--- config.mk ---
export PLATFORM = sky130hd
export DESIGN_NAME = osd_register_bank_flat
export DESIGN_NICKNAME = d
export VERILOG_FILES = /design/src/rtl/osd_register_bank_pkg.sv /design/src/rtl/osd_register_bank_if.sv /design/src/rtl/osd_register_bank_pulse_timer.sv /design/src/rtl/osd_register_bank.sv /design/src/flat_wrapper.sv
export SDC_FILE = /design/constraint.sdc
export NUM_CORES = 1
export LEC_CHECK = 0
export CAP_MARGIN = 10
export CORE_MARGIN = 2
export CORE_UTILIZATION = 49
export DETAILED_ROUTE_END_ITERATION = 12
export PLACE_DENSITY = 0.89
export SLEW_MARGIN = 20
export SYNTH_ARGS = -nofsm -noshare
export SYNTH_HDL_FRONTEND = slang
export SYNTH_SLANG_ARGS = --single-unit
export TNS_END_PERCENT = 1
--- constraint.sdc ---
create_clock -name clk -period 1.8 [get_ports clk]
set_input_delay 0.18 -clock clk [delete_from_list [all_inputs] [get_ports clk]]
set_output_delay 0.18 -clock clk [all_outputs]
set_load 0.01 [all_outputs]
--- src/rtl/osd_register_bank_pkg.sv ---
// Shared types, register map and video mode helpers for the OSD register bank.
package osd_regs_pkg;

  typedef logic [11:0] ControllerData;

  typedef struct packed {
    logic [8:0] intensity;
    logic       thickness;
    logic       oddeven;
    logic       active;
  } Scanline;

  localparam Scanline SCANLINE_RESET = '{intensity: 9'h100, thickness: 1'b0,
                                         oddeven: 1'b0, active: 1'b0};

  localparam logic [7:0] REG_PAGE      = 8'h80;
  localparam logic [7:0] REG_ENABLE    = 8'h81;
  localparam logic [7:0] REG_HIGHLIGHT = 8'h82;
  localparam logic [7:0] REG_RECONF    = 8'h83;
  localparam logic [7:0] REG_MODE      = 8'h84;
  localparam logic [7:0] REG_CTRL_HI   = 8'h85;
  localparam logic [7:0] REG_CTRL_LO   = 8'h86;
  localparam logic [7:0] REG_SCAN_HI   = 8'h87;
  localparam logic [7:0] REG_SCAN_LO   = 8'h88;
  localparam logic [7:0] REG_COMMIT    = 8'h89;
  localparam logic [7:0] REG_RESET_DC  = 8'hF0;

  localparam logic [3:0] MODE_1080P = 4'd0;
  localparam logic [3:0] MODE_960P  = 4'd1;
  localparam logic [3:0] MODE_480P  = 4'd2;
  localparam logic [3:0] MODE_VGA   = 4'd3;

  typedef enum logic [1:0] {C_IDLE = 2'd0, C_PENDING = 2'd1, C_APPLY = 2'd2} commit_state_e;

  typedef struct packed {
    logic [11:0] h_active;
    logic [10:0] v_active;
    logic        pixel_double;
  } HDMIVideoConfig;

  function automatic HDMIVideoConfig decode_mode(input logic [3:0] mode);
    HDMIVideoConfig c;
    case (mode)
      MODE_1080P: c = '{h_active: 12'd1920, v_active: 11'd1080, pixel_double: 1'b0};
      MODE_960P:  c = '{h_active: 12'd1280, v_active: 11'd960,  pixel_double: 1'b0};
      MODE_480P:  c = '{h_active: 12'd720,  v_active: 11'd480,  pixel_double: 1'b1};
      default:    c = '{h_active: 12'd640,  v_active: 11'd480,  pixel_double: 1'b0};
    endcase
    return c;
  endfunction

endpackage

--- src/rtl/osd_register_bank_if.sv ---
// Byte-wide register bus between the i2c slave (master side) and the register bank.
// writeEn is a level; a byte is written once on its rising edge. readEn is a one-cycle
// strobe telling the bank the byte at addr was handed over. dataOut follows addr one cycle later.
interface osd_register_bank_if;
  logic [7:0] addr;
  logic [7:0] dataIn;
  logic       writeEn;
  logic       readEn;
  logic [7:0] dataOut;

  modport master (output addr, dataIn, writeEn, readEn, input dataOut);
  modport slave  (input addr, dataIn, writeEn, readEn, output dataOut);
endinterface

--- src/rtl/osd_register_bank_pulse_timer.sv ---
// Retriggerable fixed-length pulse: load (re)starts a CYCLES-long busy window.
module pulse_timer #(
  parameter int unsigned CYCLES = 16
) (
  input  logic clk,
  input  logic reset,
  input  logic load,
  output logic busy
);
  localparam int W = $clog2(CYCLES + 1);

  logic [W-1:0] count;

  always_ff @(posedge clk) begin
    if (reset)                count <= '0;
    else if (load)            count <= W'(CYCLES);
    else if (count != '0)     count <= count - W'(1);
  end

  assign busy = (count != '0);
endmodule

--- src/rtl/osd_register_bank.sv ---
// I2C-facing register bank: paged OSD RAM writes, control registers, double-buffered
// video config with atomic commit, coherent controller snapshot and Dreamcast reset pulse.
module osd_register_bank
  import osd_regs_pkg::*;
#(
  parameter int unsigned PAGE_BITS          = 3,
  parameter int unsigned NUM_MODES          = 4,
  parameter bit          COMMIT_ON_VSYNC    = 1'b1,
  parameter int unsigned RESET_PULSE_CYCLES = 16
) (
  input  logic                   clk,
  input  logic                   reset,
  osd_register_bank_if.slave     bus,
  input  logic                   vsync,
  input  ControllerData          controller_data,
  output logic [7:0]             ram_dataIn,
  output logic [PAGE_BITS+6:0]   ram_wraddress,
  output logic                   ram_wren,
  output logic                   enable_osd,
  output logic [7:0]             highlight_line,
  output logic [7:0]             reconf_data,
  output logic [3:0]             video_mode,
  output Scanline                scanline,
  output logic                   config_update,
  output logic                   reset_dc,
  output commit_state_e          commit_state
);

  logic                 writeEn_q, vsync_q;
  logic                 wr, vsync_rise, commit_req, apply, mode_ok;
  logic [PAGE_BITS-1:0] page;
  logic [7:0]           sh_reconf;
  logic [3:0]           sh_mode;
  Scanline              sh_scan;
  logic [3:0]           snap;
  logic [7:0]           rd_byte;
  commit_state_e        state, state_next;

  assign wr         = bus.writeEn & ~writeEn_q;
  assign vsync_rise = vsync & ~vsync_q;
  assign commit_req = wr && (bus.addr == REG_COMMIT);
  assign mode_ok    = 32'(bus.dataIn[3:0]) < NUM_MODES;
  assign commit_state = state;

  always_ff @(posedge clk) begin
    if (reset) state <= C_IDLE;
    else       state <= state_next;
  end

  // Commits arriving while PENDING/APPLY merge into the one already in flight.
  always_comb begin
    state_next = state;
    apply      = 1'b0;
    case (state)
      C_IDLE:    if (commit_req) state_next = C_PENDING;
      C_PENDING: if (!COMMIT_ON_VSYNC || vsync_rise) state_next = C_APPLY;
      C_APPLY: begin
        apply      = 1'b1;
        state_next = C_IDLE;
      end
      default:   state_next = C_IDLE;
    endcase
  end

  always_comb begin
    rd_byte = '0;
    case (bus.addr)
      REG_PAGE:      rd_byte = 8'(page);
      REG_ENABLE:    rd_byte = {7'b0, enable_osd};
      REG_HIGHLIGHT: rd_byte = highlight_line;
      REG_RECONF:    rd_byte = sh_reconf;
      REG_MODE:      rd_byte = {4'b0, video_mode};
      REG_CTRL_HI:   rd_byte = controller_data[11:4];
      REG_CTRL_LO:   rd_byte = {snap, 4'b0};
      REG_SCAN_HI:   rd_byte = sh_scan.intensity[8:1];
      REG_SCAN_LO:   rd_byte = {sh_scan.intensity[0], sh_scan.thickness,
                                sh_scan.oddeven, sh_scan.active, 4'b0};
      REG_COMMIT:    rd_byte = {state != C_IDLE, reset_dc, 6'b0};
      default:       rd_byte = '0;
    endcase
  end

  always_ff @(posedge clk) begin
    if (reset) begin
      writeEn_q      <= 1'b0;
      vsync_q        <= 1'b0;
      bus.dataOut    <= '0;
      ram_wren       <= 1'b0;
      ram_dataIn     <= '0;
      ram_wraddress  <= '0;
      page           <= '0;
      enable_osd     <= 1'b0;
      highlight_line <= 8'hFF;
      sh_reconf      <= '0;
      sh_mode        <= MODE_1080P;
      sh_scan        <= SCANLINE_RESET;
      reconf_data    <= '0;
      video_mode     <= MODE_1080P;
      scanline       <= SCANLINE_RESET;
      config_update  <= 1'b0;
      snap           <= '0;
    end else begin
      writeEn_q     <= bus.writeEn;
      vsync_q       <= vsync;
      bus.dataOut   <= rd_byte;
      ram_wren      <= wr && (bus.addr < REG_PAGE);
      config_update <= apply;
      if (wr && (bus.addr < REG_PAGE)) begin
        ram_wraddress <= {page, bus.addr[6:0]};
        ram_dataIn    <= bus.dataIn;
      end
      if (bus.readEn && (bus.addr == REG_CTRL_HI)) snap <= controller_data[3:0];
      // APPLY samples the shadow before any same-cycle shadow write lands.
      if (apply) begin
        video_mode  <= sh_mode;
        reconf_data <= sh_reconf;
        scanline    <= sh_scan;
      end
      if (wr) begin
        case (bus.addr)
          REG_PAGE:      page <= bus.dataIn[PAGE_BITS-1:0];
          REG_ENABLE:    enable_osd <= bus.dataIn[0];
          REG_HIGHLIGHT: highlight_line <= bus.dataIn;
          REG_RECONF: begin
            sh_reconf <= bus.dataIn;
            if (mode_ok) sh_mode <= bus.dataIn[3:0];
          end
          REG_SCAN_HI:   sh_scan.intensity[8:1] <= bus.dataIn;
          REG_SCAN_LO: begin
            sh_scan.intensity[0] <= bus.dataIn[7];
            sh_scan.thickness    <= bus.dataIn[6];
            sh_scan.oddeven      <= bus.dataIn[5];
            sh_scan.active       <= bus.dataIn[4];
          end
          default: ;
        endcase
      end
    end
  end

  pulse_timer #(.CYCLES(RESET_PULSE_CYCLES)) u_reset_timer (
    .clk   (clk),
    .reset (reset),
    .load  (wr && (bus.addr == REG_RESET_DC)),
    .busy  (reset_dc)
  );

endmodule

--- src/flat_wrapper.sv ---
// flat-port wrapper written by rule: the top's interface ports become plain ports
module osd_register_bank_flat import osd_regs_pkg::*;
#(
  parameter int unsigned PAGE_BITS          = 3,
  parameter int unsigned NUM_MODES          = 4,
  parameter bit          COMMIT_ON_VSYNC    = 1'b1,
  parameter int unsigned RESET_PULSE_CYCLES = 16
)
  (clk, reset, vsync, controller_data, ram_dataIn, ram_wraddress, ram_wren, enable_osd, highlight_line, reconf_data, video_mode, scanline, config_update, reset_dc, commit_state, bus_addr, bus_dataIn, bus_writeEn, bus_readEn, bus_dataOut);
  osd_register_bank_if bus_i ();
  input  logic clk;
  input  logic reset;
  input  logic vsync;
  input  ControllerData controller_data;
  output logic [7:0] ram_dataIn;
  output logic [PAGE_BITS+6:0] ram_wraddress;
  output logic ram_wren;
  output logic enable_osd;
  output logic [7:0] highlight_line;
  output logic [7:0] reconf_data;
  output logic [3:0] video_mode;
  output Scanline scanline;
  output logic config_update;
  output logic reset_dc;
  output commit_state_e commit_state;
  input wire logic [$bits(bus_i.addr)-1:0] bus_addr;
  input wire logic [$bits(bus_i.dataIn)-1:0] bus_dataIn;
  input wire logic [$bits(bus_i.writeEn)-1:0] bus_writeEn;
  input wire logic [$bits(bus_i.readEn)-1:0] bus_readEn;
  output wire logic [$bits(bus_i.dataOut)-1:0] bus_dataOut;
  assign bus_i.addr = bus_addr;
  assign bus_i.dataIn = bus_dataIn;
  assign bus_i.writeEn = bus_writeEn;
  assign bus_i.readEn = bus_readEn;
  assign bus_dataOut = bus_i.dataOut;
  osd_register_bank #(.PAGE_BITS(PAGE_BITS), .NUM_MODES(NUM_MODES), .COMMIT_ON_VSYNC(COMMIT_ON_VSYNC), .RESET_PULSE_CYCLES(RESET_PULSE_CYCLES)) u_core (.clk(clk), .reset(reset), .bus(bus_i), .vsync(vsync), .controller_data(controller_data), .ram_dataIn(ram_dataIn), .ram_wraddress(ram_wraddress), .ram_wren(ram_wren), .enable_osd(enable_osd), .highlight_line(highlight_line), .reconf_data(reconf_data), .video_mode(video_mode), .scanline(scanline), .config_update(config_update), .reset_dc(reset_dc), .commit_state(commit_state));
endmodule
==> key figures, run 1 <==
CTS
  – Clk Latency, worst-skew pair: 0.37 ns
  – Root Driver: clkbuf_8
  – Inserted Clock Buffers: 9
  – CTS tree: done
  – H-tree Lvls: 3
  – Hold_buf cts: 0
  – CTS Buffer Depth: 2
  – Clock-pin transition on the worst setup and hold timing paths: 0.09 ns
  – # clock sinks: 101

Global routing
  – Vias in the first global route: 3,934
  – Grt met3 use: 5.534%
  – GRT Overall Usage: 27.04%
  – Largest net degree at the start of global routing: 43
  – First-pass GRT wire length: 18,920 microns
  – M1 GR Usage: 32.89%
  – Layer with the highest usage: met2
  – Initial antenna violation count: 0
  – Met2 usage: 45.31%
  – Grt ovf: 0

Pwr
  – Leak pwr: 2.159 nW
  – P per Cell Area: 771.4 nW/um^2
  – NetSw: 1.101 mW
  – Worst vdd ir: 411.1 uV
  – Combinational Power Share: 14.1%
  – Pwr Total: 4.329 mW
  – Switching part of the total: 25.44%
  – Flop pwr share: 53.5%
  – P_int: 3.228 mW
  – Clock share of power: 32.3%

Layout
  – Non-filler cells, final: 702
  – Area growth syn-to-layout: 37.16%
  – Commonest non-fill, non-tap cell in the layout: dfxtp_1
  – Total Nets Final: 628
  – Antenna Cells: 0
  – Share of cells above drive strength 1: 12.90%
  – Commonest non-fill, non-tap cells in the layout: dfxtp_1 (101), nand2_1 (95), clkdlybuf4s50_1 (94)
  – Final instance area: 5612 sq um

Synth
  – Yosys warns: 0
  – Post-synth ARST share: 0%
  – Seq cells post-synth: 101
  – Synth area leaders: dfxtp_1 (49%), nand2_1 (8.7%), mux2i_1 (8.3%)
  – Avg Cell Area, Syn: 8.705 sq um
  – Leading area contributor after synthesis: dfxtp_1
  – Syn nets: 504
  – Cells after Synth: 470
  – Dominant synthesized flop cell: dfxtp_1
  – EDFF count, synth: 0
  – Distinct cells, synth: 46
  – Post-synth top area share: 49.42%
  – Seq/Total Area, Yosys: 49.42%
  – Cell Area, Synth: 4091 sq um

Routing
  – Drt initial violations: 277
  – Vias after detailed routing: 3,939
  – Routed Antenna Nets: 0
  – DR pass1 iterations: 5
  – Routed vias/inst: 5.611
  – Final WL: 11,840 microns
  – DRC: 0
  – Routed len/inst: 16.87 microns

Timing
  – Slew at the pin closest to its max-slew limit: 0.4729 ns
  – RSZ-0062 raised after global routing: no
  – Crit path time final: 1.652 ns
  – FMAX: 605.2 MHz
  – Sum Neg Setup Slack: 0 ns
  – Fin. max-slew vios: 0
  – Worst setup margin: 0.1478 ns
  – Skew final: 0.008371 ns
  – Worst relative slew slack: 68.07%
  – Endpoints failing setup: 0
  – Hold Fails Final Rpt: 0
  – Final Cycle Share: 91.79%

Floorplanning
  – I/O Pins: 97
  – Die width: 95.38 microns
  – Die span in y: 95.38 microns
  – Die area: 9096 sq um
  – Core area: 8134 sq um
  – Starting Density: 50.30%
  – Std cell rows: 33

Placement
  – Post-DP HPWL: 8516 microns
  – Pre-CTS setup slack: -0.2174 ns
  – Placed insts: 688
  – IO Port Bufs: 96
  – Dpl cell area: 5426 sq um
  – GPL Wtd Cong: 0.9324

Worst hold path
  – Hold Path Class: in2reg

Run status
  – Status: complete, no violations

Critical path
  – Worst Path Required: 2.05 ns
  – Crit path capture type: register
  – WP data arrival: 1.90 ns
  – Worst-path fanout max: 6
  – Crit path launch type: input port
  – Critical path type: in2reg

Flow run
  – Max-Cap Viols: 0
==> per-layer routing <==
layer / part of all wire, % / vias to the layer above
met5: 0 / -
met4: 3.1 / 0
met3: 7.6 / 40
met2: 48 / 172
met1: 41 / 1871
li1: - / 1856
==> power groups by stage <==
stage	Clock, mW	Sequential [mW]	Combinational (mW)
after detailed placement	0	2.37	0.615
after global routing	1.50	2.32	0.667
after CTS	1.41	2.32	0.609
final	1.40	2.32	0.611
after floorplan	0	2.37	0.319
after global placement	0	2.37	0.593
==> worst max-delay path: stages <==
cell	delay, ns
clkdlybuf4s50_1	0.52
buf_4	0.22
nor3b_1	0.22
buf_4	0.16
nand4_1	0.28
mux2i_1	0.24
nor2_1	0.06
==> state kept, by name, indices dropped and copies added (netlist names) <==
name,flops
u_core.scanline,12
u_core.sh_scan,12
u_core.ram_wraddress,10
u_core.bus.dataOut,8
u_core.highlight_line,8
u_core.ram_dataIn,8
u_core.reconf_data,8
u_core.sh_reconf,8
u_core.u_reset_timer.count,5
u_core.sh_mode,4
u_core.snap,4
u_core.video_mode,4
u_core.page,3
u_core.commit_state,2
u_core.config_update,1
u_core.enable_osd,1
u_core.ram_wren,1
u_core.vsync_q,1
u_core.writeEn_q,1
==> path summary, 6_finish.rpt <==
kind,end,slack (ns),start,depth (start not counted)
worst max-delay path,u_core.page[1],0.15,bus_addr[2],7
worst min-delay path,u_core.ram_wraddress[8],0.21,reset,2
worst max register to register,u_core.sh_mode[0],0.18,u_core.writeEn_q,4
worst min register to register,u_core.scanline[4],0.46,u_core.scanline[4],2
==> Yosys cell counts, drive strengths merged, types with 2 or more instances <==
library cell,count
dfxtp,101
nand2,95
a21oi,56
nor2,46
mux2i,34
clkbuf,24
nor2b,13
nor3,13
buf,11
nand3,8
nand4,8
nand3b,6
mux2,5
a31oi,3
inv,3
nand2b,3
nor3b,3
xnor2,3
a22o,2
a22oi,2
a32oi,2
and2,2
mux4,2
o21ai,2
o31ai,2
o32a,2
or4b,2
==> through the flow <==
stage / utilization, % / hold WS [ns]
final: 68.99 / 0.2134
after global routing: 68.99 / 0.2369
after CTS: 68.99 / 0.1941
after global placement: 66.71 / 0.4062
after detailed placement: 66.71 / 0.4372
after floorplan: - / 0.2979
==> repair_timing <==
item,CTS,global route
endpoints found under the setup margin,1,0
resized for setup,1,0
buffers inserted,0,0
==> cells by family after synthesis <==
group                      count (synthesis)  synth area share, %
AOI/OAI and AO/OA                         79                11.35
xor gates and xnor gates                   3               0.6423
adders and majority gates                  1               0.3058
buffers and inverters                     38                3.762
DFF                                      101                49.42
muxes                                     41                10.80
and+or+nand+nor                          207                23.73
==> cell type report <==
cell class,count,area (sq um)
timing repair buffer,148,1345
multi-input combinational,331,1916
clock inverter,5,62.56
tap,105,131.4
clock buffer,9,123.9
inverter,3,11.26
sequential,101,2022
fill,596,2522
(Power assumes the default switching activity.)
==> inputs of run 2 (changes only) <==
==> constraint.sdc (replaced) <==
create_clock -name clk -period 1.6 [get_ports clk]
set_input_delay 0.32 -clock clk [delete_from_list [all_inputs] [get_ports clk]]
set_output_delay 0.32 -clock clk [all_outputs]
set_load 0.01 [all_outputs]
==> key figures, run 2 (synthesis gave the netlist of run 1 again) <==
Layout
  – Largest regs: u_core.scanline x12, u_core.sh_scan x12, u_core.ram_wraddress x10
  – Share of cells above drive strength 1: 17.30%
  – Total Nets Final: 636
  – # fillers: 570
  – Non-filler cells, final: 712
  – Final instance area: 5754 sq um
  – Commonest non-fill, non-tap cells in the layout: nand2_1 (95), dfxtp_1 (94), clkdlybuf4s50_1 (59)
  – Antenna Cells: 0
  – Register Area: 2033 sq um
  – Commonest non-fill, non-tap cell in the layout: nand2_1
  – Area of the multi-input gates: 1953 sq um
  – Area growth syn-to-layout: 40.64%

Global routing
  – Grt ovf: 0
  – Initial antenna violation count: 0
  – Vias in the first global route: 4,082
  – GRT Overall Usage: 27.81%
  – Largest net degree at the start of global routing: 58
  – First-pass GRT wire length: 19,330 microns

Pwr
  – Worst vdd ir: 526.2 uV
  – P per Cell Area: 875.7 nW/um^2
  – Leak pwr: 2.443 nW

Timing
  – FMAX: 616.0 MHz
  – Worst setup margin: -0.02332 ns
  – Crit path time final: 1.623 ns
  – RSZ-0062 raised after global routing: yes
  – Endpoints failing setup: 2
  – Worst relative slew slack: 73.21%
  – Sum Neg Setup Slack: -0.02379 ns
  – Slew at the pin closest to its max-slew limit: 0.4008 ns
  – Fin. max-slew vios: 0
  – Fin Hold WS: 0.2358 ns
  – Skew final: 0.008605 ns
  – Hold Fails Final Rpt: 0
  – Final Cycle Share: 101.5%

Routing
  – DRC: 0
  – Final WL: 12,320 microns
  – Routed len/inst: 17.30 microns
  – Routed vias/inst: 5.708
  – Drt initial violations: 282
  – DR pass1 iterations: 5
  – Vias after detailed routing: 4,064
  – Routed Antenna Nets: 0

Placement
  – Pre-CTS setup slack: -0.5345 ns
  – Post-DP HPWL: 8706 microns
  – IO Port Bufs: 96
  – Dpl cell area: 5497 sq um
  – GPL Wtd Cong: 0.9133
  – Placed insts: 694

Floorplanning
  – Starting Density: 50.30%
  – Die span in y: 95.38 microns
  – Std cell rows: 33
  – Core area: 8134 sq um
  – Die width: 95.38 microns
  – I/O Pins: 97
  – Die area: 9096 sq um

Critical path
  – Crit path launch type: input port
  – Crit path capture type: register
  – Critical path type: in2reg
  – WP data arrival: 1.87 ns
  – Worst Path Required: 1.85 ns
  – Worst-path fanout max: 15

CTS
  – H-tree Lvls: 3
  – Inserted Clock Buffers: 9
  – Clock-pin transition on the worst setup and hold timing paths: 0.11 ns
  – Hold_buf cts: 0
  – Root Driver: clkbuf_8
  – CTS Buffer Depth: 2
  – CTS tree: done
  – Clk Latency, worst-skew pair: 0.37 ns
  – # clock sinks: 101

Run status
  – Failing checks: negative setup slack
  – Status: finished with violations

Worst hold path
  – Hold Path Class: in2reg

Flow run
  – Max-Cap Viols: 0
==> run 2: final cells by class <==
class | instances | share of cell area (%)
Clock buffer | 10 | 2.218
Sequential cell | 101 | 35.33
Timing Repair Buffer | 156 | 24.68
Tap cell | 105 | 2.283
Clock inverter | 6 | 1.348
Multi-Input combinational cell | 331 | 33.94
Inverter | 3 | 0.1957
==> run 2: path summary, 6_finish.rpt <==
check / start / endpoint / slack [ns] / depth (start not counted)
worst min register to register: u_core.vsync_q / u_core.commit_state[1] / 0.43 / 1
worst max register to register: u_core.writeEn_q / u_core.highlight_line[4] / 0.19 / 7
worst max-delay path: bus_addr[1] / u_core.bus.dataOut[1] / -0.02 / 5
worst min-delay path: reset / u_core.vsync_q / 0.24 / 2
==> run 2: report_power, final <==
| group | leakage [nW] | internal [mW] | total [mW] | switching [mW] |
|---|---|---|---|---|
| Combinational | 1.52 | 0.379 | 0.735 | 0.356 |
| Sequential | 0.820 | 2.57 | 2.61 | 0.0385 |
| Clock | 0.101 | 0.754 | 1.69 | 0.938 |
==> run 2: worst max-delay path, cell delays in order <==
cell             delay [ns]
clkdlybuf4s50_1        0.53
buf_4                  0.26
mux2_2                 0.20
a22oi_1                0.09
a2111oi_1              0.47
==> run 2: timing repair <==
item,in CTS,in global routing
gates cloned,0,0
buffers inserted,2,0
pin swaps,3,1
setup endpoints to repair,54,72
resized for setup,44,19
==> run 2: stage by stage <==
step                utilization (%)  power (mW)
floorplan                         -       3.025
global placement              67.57       3.369
detailed placement            67.57       3.400
CTS                           70.14       5.033
global route                  70.74       5.226
finish                        70.74       5.039
==> run 2: layer usage <==
layer / global-route usage [%] / routed length (microns) / up-vias
met5: 0 / 0 / -
met2: 47.07 / 5945 / 205
li1: - / - / 1872
met3: 5.771 / 973 / 54
met1: 32.35 / 4843 / 1933
met4: 16.67 / 556 / 0
